--- config.mk ---
export PLATFORM = sky130hd
export DESIGN_NAME = raisin64_io_bridge
export DESIGN_NICKNAME = d
export VERILOG_FILES = /design/src/rtl/raisin64_io_pkg.sv /design/src/rtl/io_addr_decode.sv /design/src/rtl/raisin64_io_bridge.sv
export SDC_FILE = /design/constraint.sdc
export NUM_CORES = 1
export LEC_CHECK = 0
export CORE_AREA = 10 10 154 156
export CTS_CLUSTER_DIAMETER = 60
export CTS_CLUSTER_SIZE = 16
export DETAILED_ROUTE_END_ITERATION = 8
export DIE_AREA = 0 0 164 166
export SETUP_SLACK_MARGIN = 0.05
export SYNTH_ARGS = -nofsm -noshare
export SYNTH_HDL_FRONTEND = slang
export SYNTH_SLANG_ARGS = --single-unit
--- constraint.sdc ---
create_clock -name clk -period 4.85 [get_ports clk]
set_clock_uncertainty 0.2 [all_clocks]
set_input_delay 0.97 -clock clk [delete_from_list [all_inputs] [get_ports clk]]
set_output_delay 0.97 -clock clk [all_outputs]
set_load 0.02 [all_outputs]
--- src/rtl/raisin64_io_pkg.sv ---
// Shared constants for the raisin64 memory-mapped IO bridge: bus widths and the
// IO region map.
package raisin64_io_pkg;

  localparam int unsigned AddrW = 64;
  localparam int unsigned DataW = 64;
  localparam int unsigned LedW  = 16;
  localparam int unsigned SwW   = 16;

  localparam logic [AddrW-1:0] LED_ADDR = 64'h0000_0000_F000_0000;
  localparam logic [AddrW-1:0] SW_ADDR  = 64'h0000_0000_F000_0008;
  localparam logic [AddrW-1:0] VGA_BASE = 64'h0000_0000_F001_0000;
  localparam logic [AddrW-1:0] VGA_SIZE = 64'h0000_0000_0001_0000;

endpackage

--- src/rtl/io_addr_decode.sv ---
// Combinational IO region decoder; hits are prioritised led > sw > vga so that at
// most one is ever asserted, even if the address map is misconfigured.
module io_addr_decode
  import raisin64_io_pkg::*;
#(
  parameter logic [AddrW-1:0] LedAddr = LED_ADDR,
  parameter logic [AddrW-1:0] SwAddr  = SW_ADDR,
  parameter logic [AddrW-1:0] VgaBase = VGA_BASE,
  parameter logic [AddrW-1:0] VgaSize = VGA_SIZE
) (
  input  logic [AddrW-1:0] addr_i,
  input  logic             valid_i,
  output logic             led_hit_o,
  output logic             sw_hit_o,
  output logic             vga_hit_o
);

  localparam logic [AddrW-1:0] VgaMask = ~(VgaSize - 64'd1);

  logic [AddrW-1:0] addr_eff;
  logic             led_raw;
  logic             sw_raw;
  logic             vga_raw;

  always_comb begin
    addr_eff = valid_i ? addr_i : '0;
    led_raw  = valid_i && (addr_eff[AddrW-1:3] == LedAddr[AddrW-1:3]);
    sw_raw   = valid_i && (addr_eff[AddrW-1:3] == SwAddr[AddrW-1:3]);
    vga_raw  = valid_i && ((addr_eff & VgaMask) == VgaBase);

    led_hit_o = led_raw;
    sw_hit_o  = sw_raw & ~led_raw;
    vga_hit_o = vga_raw & ~led_raw & ~sw_raw;
  end

endmodule

--- src/rtl/raisin64_io_bridge.sv ---
// raisin64 external-bus IO bridge: LED register, synchronised switches and a
// zero-wait-state VGA passthrough window.
module raisin64_io_bridge
  import raisin64_io_pkg::*;
(
  input  logic             clk,
  input  logic             rst_n,
  input  logic [AddrW-1:0] mem_addr,
  input  logic             mem_addr_valid,
  input  logic [DataW-1:0] mem_dout,
  input  logic             mem_dout_write,
  output logic [DataW-1:0] mem_din,
  output logic             mem_din_ready,
  input  logic [SwW-1:0]   sw,
  output logic [LedW-1:0]  led,
  output logic             vga_sel,
  output logic [AddrW-1:0] vga_addr,
  output logic             vga_we,
  output logic [DataW-1:0] vga_wdata,
  input  logic [DataW-1:0] vga_rdata
);

  logic            led_hit;
  logic            sw_hit;
  logic            vga_hit;
  logic [LedW-1:0] led_q;
  logic [LedW-1:0] led_d;
  logic [SwW-1:0]  sw_s1_q;
  logic [SwW-1:0]  sw_s0_q;

  io_addr_decode #(
    .LedAddr (LED_ADDR),
    .SwAddr  (SW_ADDR),
    .VgaBase (VGA_BASE),
    .VgaSize (VGA_SIZE)
  ) u_decode (
    .addr_i    (mem_addr),
    .valid_i   (mem_addr_valid),
    .led_hit_o (led_hit),
    .sw_hit_o  (sw_hit),
    .vga_hit_o (vga_hit)
  );

  always_comb begin
    led_d = led_q;
    if (led_hit && mem_addr_valid && mem_dout_write) begin
      led_d = mem_dout[LedW-1:0];
    end
  end

  // Reset wins over a same-cycle LED write.
  always_ff @(posedge clk) begin
    if (!rst_n) begin
      led_q   <= '0;
      sw_s1_q <= '0;
      sw_s0_q <= '0;
    end else begin
      led_q   <= led_d;
      sw_s1_q <= sw;
      sw_s0_q <= sw_s1_q;
    end
  end

  always_comb begin
    mem_din = '0;
    if (led_hit) begin
      mem_din = {{(DataW-LedW){1'b0}}, led_q};
    end else if (sw_hit) begin
      mem_din = {{(DataW-SwW){1'b0}}, sw_s0_q};
    end else if (vga_hit) begin
      mem_din = vga_rdata;
    end
  end

  assign mem_din_ready = mem_addr_valid;
  assign led           = led_q;
  assign vga_sel       = vga_hit & mem_addr_valid;
  assign vga_we        = vga_sel & mem_dout_write;
  assign vga_addr      = mem_addr - VGA_BASE;
  assign vga_wdata     = mem_dout;

endmodule

# After elaboration in Yosys (flattened, before gate mapping)
# Index checks and enable logic that the tools add are counted.
[totals]
reg_bits = 48
input_bits = 212
out_inout_bits = 211
word_cells = 23
[classes]
addsub = 1
n_eq_ne = 3
mux = 4
bitwise = 7
reduce_logical = 5
[op_table]
columns = ["op", "count"]
rows = [
  ["64-bit two-way mux", 4],
  ["61-bit by 29-bit == test with 1-bit output (second input constant)", 2],
  ["64-bit by 32-bit subtractor with 64-bit output (second input constant)", 1],
  ["48-bit by 16-bit == test with 1-bit output (second input constant)", 1],
  ["1-bit bitwise AND", 5],
  ["1-bit logical AND", 5],
  ["1-bit inverter", 2],
]

# Logic depth before layout (Yosys ltp)
# Gate-level depths: netlist of the first run.
[logic_depth]
depth_word = 9
ltp_mapped = 10
depth_no_buf = 7

# By module
# From an unflattened synthesis of the first run, not the netlist that was laid out.
[unflattened]
cells_unflattened = 501
hier_area_um2 = 3849.9
[by_module_without_submodules]
columns = ["mod", "instances", "cells_per_inst", "area_each_um2", "seq_area_each_um2"]
rows = [
  ["raisin64_io_bridge", 1, 475, 3651.0, 960.9],
  ["io_addr_decode", 1, 26, 198.9, 0.0],
]

# Least setup slack after synthesis of the first run
# No wires, ideal clock.
[synth_timing]
path_type = "input to output"
startpoint = "in mem_addr[16]"
endpoint = "out vga_addr[58]"
t_arrival_ns = 3.344
t_required_ns = 3.680
setup_slack_ns = 0.336
path_stages = 10
n_path_buf = 3
path_cell_list = "clkbuf_1 clkbuf_1 inv_1 ha_1 nand2b_1 o41ai_1 and2_0 clkbuf_1 nand4_1 xnor2_1"
[synth_via]
elab_chain_cells = 1
[synth_rtl]
columns = ["element", "line", "rtl"]
rows = [
  ["start, declared", "raisin64_io_bridge.sv:8", "input logic [AddrW-1:0] mem_addr,"],
  ["64-bit by 32-bit subtractor with 64-bit output", "raisin64_io_bridge.sv:79", "assign vga_addr = mem_addr - VGA_BASE;"],
  ["end, declared", "raisin64_io_bridge.sv:17", "output logic [AddrW-1:0] vga_addr,"],
]
# No other way between the ends.

# Final worst setup path of the first run
[layout_timing]
startpoint = "in mem_addr[41]"
endpoint = "out mem_din[6]"
[layout_via]
elab_chain_cells = 9
word_cells_on_any_way = 15
cone_classes = "eq/ne: 3; mux: 4; bitwise: 5; reduce/logical: 3"
[layout_rtl]
columns = ["element", "line", "rtl"]
rows = [
  ["64-bit two-way mux (*)", "io_addr_decode.sv:26", "addr_eff = valid_i ? addr_i : '0;"],
  ["61-bit by 29-bit == test with 1-bit output", "io_addr_decode.sv:27", "led_raw = valid_i && (addr_eff[AddrW-1:3] == LedAddr[AddrW-1:3]);"],
  ["1-bit logical AND", "io_addr_decode.sv:27", ""],
  ["1-bit inverter", "io_addr_decode.sv:32, io_addr_decode.sv:33", ""],
  ["1-bit bitwise AND (2 in series)", "io_addr_decode.sv:33", "vga_hit_o = vga_raw & ~led_raw & ~sw_raw;"],
  ["64-bit two-way mux", "raisin64_io_bridge.sv:70", "end else if (vga_hit) begin"],
  ["64-bit two-way mux", "raisin64_io_bridge.sv:68", "end else if (sw_hit) begin"],
  ["64-bit two-way mux (*)", "raisin64_io_bridge.sv:66", "if (led_hit) begin"],
  ["end, declared", "raisin64_io_bridge.sv:12", "output logic [DataW-1:0] mem_din,"],
]
# Every way passes the cells marked *; elsewhere a longest branch is shown, timed or not.

==> summary.json, run 1 <==
{
  "setup_ws_ns": 0.1804,
  "synth.lib_cells_used.distinct": 38,
  "detailedRoute.firstPassIterationCount": 4,
  "antenna_found_initial": 1,
  "synth-compound-area-share_pct": 13.99,
  "power_frac_clock_pct": 31.6,
  "total_switching_power_uw": 301.3,
  "power_switching_share_pct": 26.78,
  "cp_num_cells": 11,
  "post_synth_and_or_nand_nor_area_fraction_pct": 31.58,
  "met3_usage_pct": 6.470,
  "timing.critical_path.to_type": "output pin",
  "start_util_pct": 18.84,
  "root_buffer": "sky130_fd_sc_hd__clkbuf_16",
  "finalCriticalPeriod_ns": 4.670,
  "flip_flop_and_latch_count_after_synthesis": 48,
  "postSynthNetCount": 702,
  "critical_path_buf_inv_count": 6,
  "seq_area_frac_synth_pct": 24.65,
  "postSynthAreaPerCell_um2": 7.973,
  "use_met2_pct": 25.55,
  "rows": 53,
  "setup-violations-final": 0,
  "dr_drc_count": 0,
  "flow.area_growth_from_synthesis_pct": 91.14,
  "synthXorXnorAreaFrac_pct": 9.660,
  "cts_sinks": 48,
  "clk_slew_on_worst_s_h_paths_ns": 0.07,
  "die_h_um": 166,
  "ctsHoldBuffers": 0,
  "port_buffers": 320,
  "post-route-period-util_pct": 96.28,
  "dpl_worst_slack_ns": -0.5800,
  "rrSetupSlack_ns": 3.84,
  "synth-warning-count": 0,
  "fmax_ghz": 0.2142,
  "boundaryPins": 423,
  "power_leakage_nw": 2.963,
  "min_delay_path_depth": 1,
  "wl_per_cell_um": 20.97,
  "gate_count_post_synth": 489,
  "clockBufferDepth": 2,
  "globalRouteMet1Util_pct": 16.79,
  "track_usage_pct": 14.96,
  "crit_start_category": "input pin",
  "yosysTopAreaCell": "sky130_fd_sc_hd__dfxtp_1",
  "cpPeakStageDelay_ns": 0.54,
  "outcome": "complete, no violations",
  "synthMuxAreaShare_pct": 0,
  "tightestPinTransition_ns": 0.6981,
  "via_count_of_the_first_global_routing_pass": 4906,
  "gpl.final_weighted_congestion": 0.8466,
  "timing.critical_path.cells": "buf_2 > or4_4 > or4_4 > nor4_4 > buf_4 > buf_12 > nand4_1 > buf_6 > buf_12 > a2bb2oi_1 > buf_2",
  "post_synth_fa_ha_maj_area_fraction_pct": 0.3209,
  "diodes": 0,
  "h-tree-depth": 2,
  "finalMaxSlewViolations": 0,
  "floorplan_die_area_um2": 27220,
  "worst-endpoint-required_ns": 3.68,
  "worst_reg_to_reg_path_cell_count": 2,
  "ys_top_cells_by_area": "sky130_fd_sc_hd__dfxtp_1 (25%), sky130_fd_sc_hd__buf_4 (16%), sky130_fd_sc_hd__and2_1 (13%), sky130_fd_sc_hd__xnor2_1 (5.8%), sky130_fd_sc_hd__nand4_1 (5.8%)",
  "grt.busiest_layer": "met2",
  "chipWidth_um": 164,
  "vias_per_cell": 4.437,
  "final_layout_size_suffix_gt1_share_pct": 22.29,
  "grt_pass1_wl_um": 31910,
  "dr_total_vias": 4663,
  "cts_tree": "built",
  "number_of_buffers_created_by_cts": 5,
  "critical-path-top-delay-family": "simple AND/OR/NAND/NOR gates",
  "totalWireLength_um": 22040,
  "global_route.overflow_total": 0,
  "crit_arrival_ns": 3.50,
  "grt_max_degree": 34,
  "drt_iter0_drc": 199,
  "cp_max_fo": 4,
  "p_per_area_nw_per_um2": 151.0,
  "path_class": "in2out",
  "critical-path-slowest-cell": "sky130_fd_sc_hd__or4_4",
  "worst_hold_path_type": "reg2reg",
  "largest_family_of_logic_cells_by_synthesized_area": "simple AND/OR/NAND/NOR gates",
  "synth_top_cell_area_share_pct": 24.65,
  "final_hold_violation_count": 0,
  "cap_violations": 0,
  "rsz_0062_raised_after_global_routing": "true",
  "antenna_violating_nets_post_route": 0,
  "core-area_um2": 20690,
  "p_comb_share_pct": 32.0,
  "worst_skew_pair.late_latency_ns": 0.29,
  "nNetsFinal": 988,
  "power.internal_uw": 823.8,
  "irDropWorstVdd_mv": 0.1264,
  "timing.max_slew.rel_slack_pct": 53.46,
  "worst_hold_slack_ns": 0.2314,
  "hpwl_um": 18230,
  "syn-cell-area_um2": 3899,
  "finish.utilization_pct": 36.02,
  "p_seq_share_pct": 36.4
}
area by class of cell:
cell class | count | area [µm²]
fill | 2161 | 13240
timing repair buffer | 395 | 3737
multi-input combinational | 320 | 2238
sequential | 48 | 960.9
tap | 275 | 344.1
clock buffer | 6 | 138.9
inverter | 5 | 18.77
clock inverter | 2 | 13.76
synth_stat cells:
| cell | count |
|---|---|
| sky130_fd_sc_hd__nand2_1 | 13 |
| sky130_fd_sc_hd__clkinv_1 | 1 |
| sky130_fd_sc_hd__nand4b_1 | 5 |
| sky130_fd_sc_hd__and2_1 | 81 |
| sky130_fd_sc_hd__nor4_2 | 1 |
| sky130_fd_sc_hd__nor4_4 | 1 |
| sky130_fd_sc_hd__nand3b_1 | 2 |
| sky130_fd_sc_hd__o21ai_0 | 3 |
| sky130_fd_sc_hd__nand3_1 | 9 |
| sky130_fd_sc_hd__clkbuf_1 | 29 |
| sky130_fd_sc_hd__nor2b_1 | 1 |
| sky130_fd_sc_hd__a211oi_1 | 2 |
| sky130_fd_sc_hd__ha_1 | 1 |
| sky130_fd_sc_hd__a21oi_1 | 18 |
| sky130_fd_sc_hd__nand2b_1 | 3 |
| sky130_fd_sc_hd__a2bb2oi_1 | 16 |
| sky130_fd_sc_hd__and2_0 | 1 |
| sky130_fd_sc_hd__buf_4 | 81 |
| sky130_fd_sc_hd__and3_1 | 2 |
| sky130_fd_sc_hd__nor4_1 | 7 |
| sky130_fd_sc_hd__or3_1 | 5 |
| sky130_fd_sc_hd__nand4_1 | 36 |
| sky130_fd_sc_hd__and4_1 | 2 |
| sky130_fd_sc_hd__nand4bb_1 | 1 |
| sky130_fd_sc_hd__buf_6 | 1 |
| sky130_fd_sc_hd__xor2_1 | 17 |
| sky130_fd_sc_hd__clkbuf_2 | 1 |
| sky130_fd_sc_hd__inv_1 | 4 |
| sky130_fd_sc_hd__nor3_1 | 14 |
| sky130_fd_sc_hd__buf_2 | 4 |
| sky130_fd_sc_hd__nor2_1 | 11 |
| sky130_fd_sc_hd__o2111ai_1 | 16 |
| sky130_fd_sc_hd__dfxtp_1 | 48 |
| sky130_fd_sc_hd__o41ai_1 | 2 |
| sky130_fd_sc_hd__xnor2_1 | 26 |
| sky130_fd_sc_hd__or4_1 | 6 |
| sky130_fd_sc_hd__nor4b_1 | 1 |
| sky130_fd_sc_hd__o31ai_1 | 17 |
kinds of logic (layout without fill, tap and decap cells):
kind of cell,Yosys count,count (layout)
simple gates,202,202
flops,48,48
xor+xnor,43,43
buf+inv,121,408
compound gates,74,74
fa+ha+maj,1,1
per-stage QoR:
stage,setup TNS [ns],area [µm²],total power [mW],std cells
finish,0,7452,1.125,1051
global route,0,7452,1.169,1051
CTS,0,7420,1.134,1051
detailed placement,-38.80,7211,0.7870,1031
global placement,-35.50,7211,0.7869,1031
floorplan,0,3899,0.5982,489
power by group through the flow:
stage               logic (mW)  registers [mW]  clock network, mW
floorplan                0.181           0.417                  0
global placement         0.368           0.419                  0
detailed placement       0.368           0.419                  0
CTS                      0.362           0.410              0.362
global route             0.384           0.411              0.375
finish                   0.360           0.410              0.356
layout by cell type (no fill, tap or decap), types with 5 or more instances in the layout:
master and n:
sky130_fd_sc_hd__xnor2_1 26, sky130_fd_sc_hd__a21oi_1 18, sky130_fd_sc_hd__clkbuf_16 5, sky130_fd_sc_hd__and2_1 80, sky130_fd_sc_hd__nor3_1 12, sky130_fd_sc_hd__clkdlybuf4s50_1 219
sky130_fd_sc_hd__dlygate4sd2_1 22, sky130_fd_sc_hd__nand4_1 36, sky130_fd_sc_hd__nand3_1 9, sky130_fd_sc_hd__clkdlybuf4s15_2 12, sky130_fd_sc_hd__buf_4 81, sky130_fd_sc_hd__o2111ai_1 16
sky130_fd_sc_hd__buf_2 25, sky130_fd_sc_hd__nor2_1 11, sky130_fd_sc_hd__buf_6 21, sky130_fd_sc_hd__nand4b_1 5, sky130_fd_sc_hd__o31ai_1 17, sky130_fd_sc_hd__dfxtp_1 48
sky130_fd_sc_hd__a2bb2oi_1 15, sky130_fd_sc_hd__nand2_1 13, sky130_fd_sc_hd__xor2_1 17, sky130_fd_sc_hd__buf_12 5
layer usage:
| layer | up-vias | wire, µm |
|---|---|---|
| met5 | - | 7 |
| met4 | 2 | 371 |
| met3 | 23 | 2664 |
| met2 | 279 | 10390 |
| met1 | 2122 | 8606 |
| li1 | 2237 | - |
repair_timing:
| action | in CTS | in global routing |
|---|---|---|
| pin swaps | 8 | 6 |
| buffers inserted | 8 | 0 |
| setup endpoints to repair | 90 | 43 |
| resized for setup | 352 | 12 |
| cloned | 4 | 0 |
worst paths after layout:
check / startpoint / end
worst max register to register: led[0] / led[0]
worst min-delay path: sw_s1_q[2] / sw_s0_q[2]
worst max-delay path: mem_addr[41] / mem_din[6]
worst min register to register: sw_s1_q[2] / sw_s0_q[2]
state kept, by name, indices dropped and copies added, names as in the netlist:
| register | count |
|---|---|
| sw_s1_q | 16 |
| led | 16 |
| sw_s0_q | 16 |
No activity file was read; power rests on OpenSTA's default activity.
==> run 2, diff against run 1 <==
--- a/config.mk
+++ b/config.mk
@@ -5,11 +5,12 @@
 export SDC_FILE = /design/constraint.sdc
 export NUM_CORES = 1
 export LEC_CHECK = 0
-export CORE_AREA = 10 10 154 156
+export ABC_AREA = 1
+export CORE_AREA = 10 10 155 157
 export CTS_CLUSTER_DIAMETER = 60
 export CTS_CLUSTER_SIZE = 16
 export DETAILED_ROUTE_END_ITERATION = 8
-export DIE_AREA = 0 0 164 166
+export DIE_AREA = 0 0 165 167
 export SETUP_SLACK_MARGIN = 0.05
 export SYNTH_ARGS = -nofsm -noshare
 export SYNTH_HDL_FRONTEND = slang
==> run 2 against run 1 <==
Die area is 1.2% higher. Global-route usage grew 0.37 points. Sequential cell count stayed put. Sequential share of layout area down 1.2 points. Via count is 27% higher. Wire length is 2.2% higher. Largest cell class unchanged. Highest routed layer is now met4.
==> summary.json, run 2 <==
{
  "stdcell_area": {"value": 8202, "unit": "µm²", "change": "+10%"},
  "num-fill-cells": {"value": 2244, "change": "+3.8%"},
  "crit_start_category": "input pin",
  "gate_count_post_synth": {"value": 912, "change": "+87%"},
  "synthArstFlopShare": {"value": 0, "unit": "%", "change": "unchanged"},
  "drt_iter0_drc": {"value": 252, "change": "+27%"},
  "port_buffers": {"value": 320, "change": "unchanged"},
  "global_route.overflow_total": {"value": 0, "change": "unchanged"},
  "cap_violations": {"value": 0, "change": "unchanged"},
  "crit_arrival": {"value": 3.49, "unit": "ns", "change": "about the same"},
  "cpPeakStageDelay": {"value": 0.62, "unit": "ns", "change": "+0.08 ns"},
  "timing.max_slew.rel_slack": {"value": 67.89, "unit": "%", "change": "+14 points"},
  "h-tree-depth": {"value": 2, "change": "unchanged"},
  "power_leakage": {"value": 4.102, "unit": "nW", "change": "+38%"},
  "worst_hold_path_type": "reg2reg",
  "wl_per_cell": {"value": 15.81, "unit": "µm", "change": "-25%"},
  "rsz_0062_raised_after_global_routing": "false",
  "antenna_violating_nets_post_route": {"value": 0, "change": "unchanged"},
  "worst_skew_pair.late_latency": {"value": 0.29, "unit": "ns", "change": "about the same"},
  "synth_top_cell_area_share": {"value": 19.05, "unit": "%", "change": "-5.6 points"},
  "layout.cells.most_common_list": "sky130_fd_sc_hd__clkdlybuf4s50_1 (306), sky130_fd_sc_hd__nand2_1 (211), sky130_fd_sc_hd__inv_1 (188)",
  "final_cell_count_no_fill": {"value": 1424, "change": "+35%"},
  "cp_max_fo": {"value": 16, "change": "+12"},
  "dr_total_vias": {"value": 5930, "change": "+27%"},
  "final_layout_size_suffix_gt1_share": {"value": 3.916, "unit": "%", "change": "-18 points"},
  "netlist_top_cells_count": "sky130_fd_sc_hd__nand2_1 (211), sky130_fd_sc_hd__inv_1 (188), sky130_fd_sc_hd__nor2_1 (153)",
  "syn-cell-area": {"value": 5045, "unit": "µm²", "change": "+29%"},
  "seq_area_frac_synth": {"value": 19.05, "unit": "%", "change": "-5.6 points"},
  "tightestPinTransition": {"value": 0.4817, "unit": "ns", "change": "-0.2164 ns"},
  "p_per_area": {"value": 144.3, "unit": "nW/µm²", "change": "-4.4%"},
  "crit_top_cell": "sky130_fd_sc_hd__nand2_1",
  "detailedRoute.firstPassIterationCount": {"value": 4, "change": "unchanged"},
  "flow.area_growth_from_synthesis_pct": 62.57,
  "dpl_worst_slack": {"value": 0.1050, "unit": "ns", "change": "+0.6850 ns"},
  "flip_flop_and_latch_count_after_synthesis": {"value": 48, "change": "unchanged"},
  "final.setup.tns": {"value": 0, "unit": "ns", "change": "unchanged"},
  "hpwl": {"value": 19410, "unit": "µm", "change": "+6.5%"},
  "setup_ws": {"value": 0.1911, "unit": "ns", "change": "+0.01067 ns"},
  "clockBufferDepth": {"value": 2, "change": "unchanged"},
  "postSynth.topFlopCell": "sky130_fd_sc_hd__dfxtp_1",
  "floorplan_die_area": {"value": 27560, "unit": "µm²", "change": "+1.2%"},
  "ys_top_cells_by_area": "sky130_fd_sc_hd__dfxtp_1 (19%), sky130_fd_sc_hd__nand2_1 (16%), sky130_fd_sc_hd__inv_1 (14%), sky130_fd_sc_hd__buf_4 (13%), sky130_fd_sc_hd__nor2_1 (11%)",
  "grt_pass1_wl": {"value": 33890, "unit": "µm", "change": "+6.2%"},
  "setup-violations-final": {"value": 0, "change": "unchanged"},
  "totalWireLength": {"value": 22520, "unit": "µm", "change": "+2.2%"},
  "die_h": {"value": 167, "unit": "µm", "change": "+0.60%"},
  "cts_tree": "built",
  "core-area": {"value": 20820, "unit": "µm²", "change": "+0.64%"},
  "synth-edff-count": {"value": 0, "change": "unchanged"},
  "post_cts_buffers": {"value": 0, "change": "-8"},
  "library_cell_with_the_highest_instance_count_after_synthesis": "sky130_fd_sc_hd__nand2_1",
  "timing.critical_path.cells": "clkdlybuf4s50_1 > nor2_1 > nand2_1 > nor2_1 > nand2_1 > o21ai_4 > buf_6 > nand3_1 > nand3_1 > nand2_1 > inv_1 > clkdlybuf4s50_1",
  "antenna_found_initial": {"value": 1, "change": "unchanged"},
  "critical-path-slowest-cell": "sky130_fd_sc_hd__clkdlybuf4s50_1",
  "mostFrequentLayoutCell": "sky130_fd_sc_hd__clkdlybuf4s50_1",
  "fmax": {"value": 0.2146, "unit": "GHz", "change": "+0.23%"},
  "grt_max_degree": {"value": 51, "change": "+50%"},
  "path_class": "in2out",
  "worst_hold_slack": {"value": 0.2101, "unit": "ns", "change": "-0.02138 ns"},
  "synth-warning-count": {"value": 0, "change": "unchanged"},
  "rows": {"value": 53, "change": "unchanged"},
  "irDropWorstVdd": {"value": 0.1251, "unit": "mV", "change": "-1.1%"},
  "via_count_of_the_first_global_routing_pass": {"value": 6012, "change": "+23%"},
  "gpl.final_weighted_congestion": {"value": 0.9529, "change": "+13%"},
  "multiInputGateArea": {"value": 2619, "unit": "µm²", "change": "+17%"},
  "nNetsFinal": {"value": 1361, "change": "+38%"},
  "start_util": {"value": 24.23, "unit": "%", "change": "+5.4 points"},
  "synth.lib_cells_used.distinct": {"value": 33, "change": "-13%"},
  "cts_sinks": {"value": 48, "change": "unchanged"},
  "post_dp_cell_area": {"value": 8000, "unit": "µm²", "change": "+11%"},
  "root_buffer": "sky130_fd_sc_hd__clkbuf_16",
  "number_of_buffers_created_by_cts": {"value": 5, "change": "unchanged"},
  "placed_cells": {"value": 1416, "change": "+37%"},
  "finalCriticalPeriod": {"value": 4.659, "unit": "ns", "change": "-0.01067 ns"},
  "dr_drc_count": {"value": 0, "change": "unchanged"},
  "regArea": {"value": 960.9, "unit": "µm²", "change": "unchanged"},
  "vias_per_cell": {"value": 4.164, "change": "-6.1%"},
  "track_usage": {"value": 15.33, "unit": "%", "change": "+0.37 points"},
  "chipWidth": {"value": 165, "unit": "µm", "change": "+0.61%"},
  "boundaryPins": {"value": 423, "change": "unchanged"},
  "postSynthAreaPerCell": {"value": 5.532, "unit": "µm²", "change": "-31%"},
  "outcome": "complete, no violations",
  "finalMaxSlewViolations": {"value": 0, "change": "unchanged"},
  "final_hold_violation_count": {"value": 0, "change": "unchanged"},
  "timing.critical_path.to_type": "output pin",
  "worst-endpoint-required": {"value": 3.68, "unit": "ns", "change": "about the same"},
  "yosysTopAreaCell": "sky130_fd_sc_hd__dfxtp_1",
  "post-route-period-util": {"value": 96.06, "unit": "%", "change": "-0.22 points"},
  "postSynthNetCount": {"value": 1125, "change": "+60%"},
  "diodes": {"value": 0, "change": "unchanged"},
  "clk_slew_on_worst_s_h_paths": {"value": 0.06, "unit": "ns", "change": "about the same"}
}
[run 2: changes by cell type in the layout (fill, tap and decap cells not counted), sizes merged, moves of 15 or more]
cell | previous run | this run
inv | 5 | 190
clkdlybuf4s15 | 15 | 0
nor2 | 11 | 163
nand2 | 13 | 214
nand3 | 9 | 96
buf | 135 | 17
and2 | 82 | 2
o31ai | 17 | 0
xnor2 | 26 | 8
nand4 | 36 | 9
o2111ai | 16 | 0
a2bb2oi | 16 | 0
dlygate4sd2 | 22 | 0
clkdlybuf4s50 | 219 | 306
[run 2: power breakdown]
group | leakage [nW] | internal [mW] | switching (mW) | total [mW]
registers | 0.394 | 0.406 | 0.00309 | 0.410
logic | 3.63 | 0.221 | 0.200 | 0.420
clock network | 0.0772 | 0.206 | 0.148 | 0.354
total | 4.10 | 0.833 | 0.351 | 1.18
[run 2: worst paths after layout]
| path | end | slack (ns) | cells after the start | startpoint |
|---|---|---|---|---|
| min | sw_s0_q[1] | 0.21 | 2 | sw_s1_q[1] |
| max | mem_din[13] | 0.19 | 12 | mem_addr[41] |
| max reg2reg | led[8] | 4.02 | 2 | led[8] |
| min reg2reg | sw_s0_q[1] | 0.21 | 2 | sw_s1_q[1] |
[run 2: logic make-up (layout without fill, tap and decap cells)]
family                     after synthesis  count (layout)  synth area share [%]
and+or+nand+nor                        499             499                 41.84
buffers and inverters                  299             536                 29.24
DFF                                     48              48                 19.05
xor gates and xnor gates                38              38                 6.597
AOI/OAI and AO/OA                       27              27                 3.026
adders and majority gates                1               1                0.2480
[run 2: layout make-up]
class,instances,area share (%)
clock inverter,2,0.1678
clock buffer,6,1.693
tap,275,4.195
timing repair buffer,337,41.54
inverter,191,8.757
sequential,48,11.72
multi-input combinational,565,31.93
[run 2: layer usage]
| layer | vias to the layer above | routed length (µm) | global-route usage (%) |
|---|---|---|---|
| li1 | 3096 | - | - |
| met1 | 2562 | 9276 | 17.91 |
| met2 | 248 | 10620 | 26.03 |
| met3 | 24 | 2245 | 5.449 |
| met4 | 0 | 372 | 3.467 |
| met5 | - | 0 | 0 |
[run 2: repair_timing]
item,in CTS,in global routing
gates resized for setup,0,17
endpoints found under the hold margin,0,0
hold buffers,0,0
endpoints found under the setup margin,0,25
[run 2: through the flow]
step / utilization (%) / total power [mW]
2_1_floorplan: - / 0.6560
3_3_place_gp: 38.42 / 0.8401
3_5_place_dp: 38.42 / 0.8405
4_1_cts: 39.15 / 1.195
5_1_grt: 39.39 / 1.244
6_report: 39.39 / 1.184
[run 2: worst max-delay path, delay by kind of cell]
family | cells | cell delay, ns
AOI/OAI and AO/OA | 1 | 0.22
buffers and inverters | 4 | 1.43
and+or+nand+nor | 7 | 0.86
==> run 3, diff against run 2 <==
--- a/config.mk
+++ b/config.mk
@@ -12,6 +12,7 @@
 export DETAILED_ROUTE_END_ITERATION = 8
 export DIE_AREA = 0 0 165 167
 export SETUP_SLACK_MARGIN = 0.05
+export SLEW_MARGIN = 10
 export SYNTH_ARGS = -nofsm -noshare
 export SYNTH_HDL_FRONTEND = slang
 export SYNTH_SLANG_ARGS = --single-unit
==> results of run 3 <==
No change in the layout: final DEF, timing and power equal those of run 2.
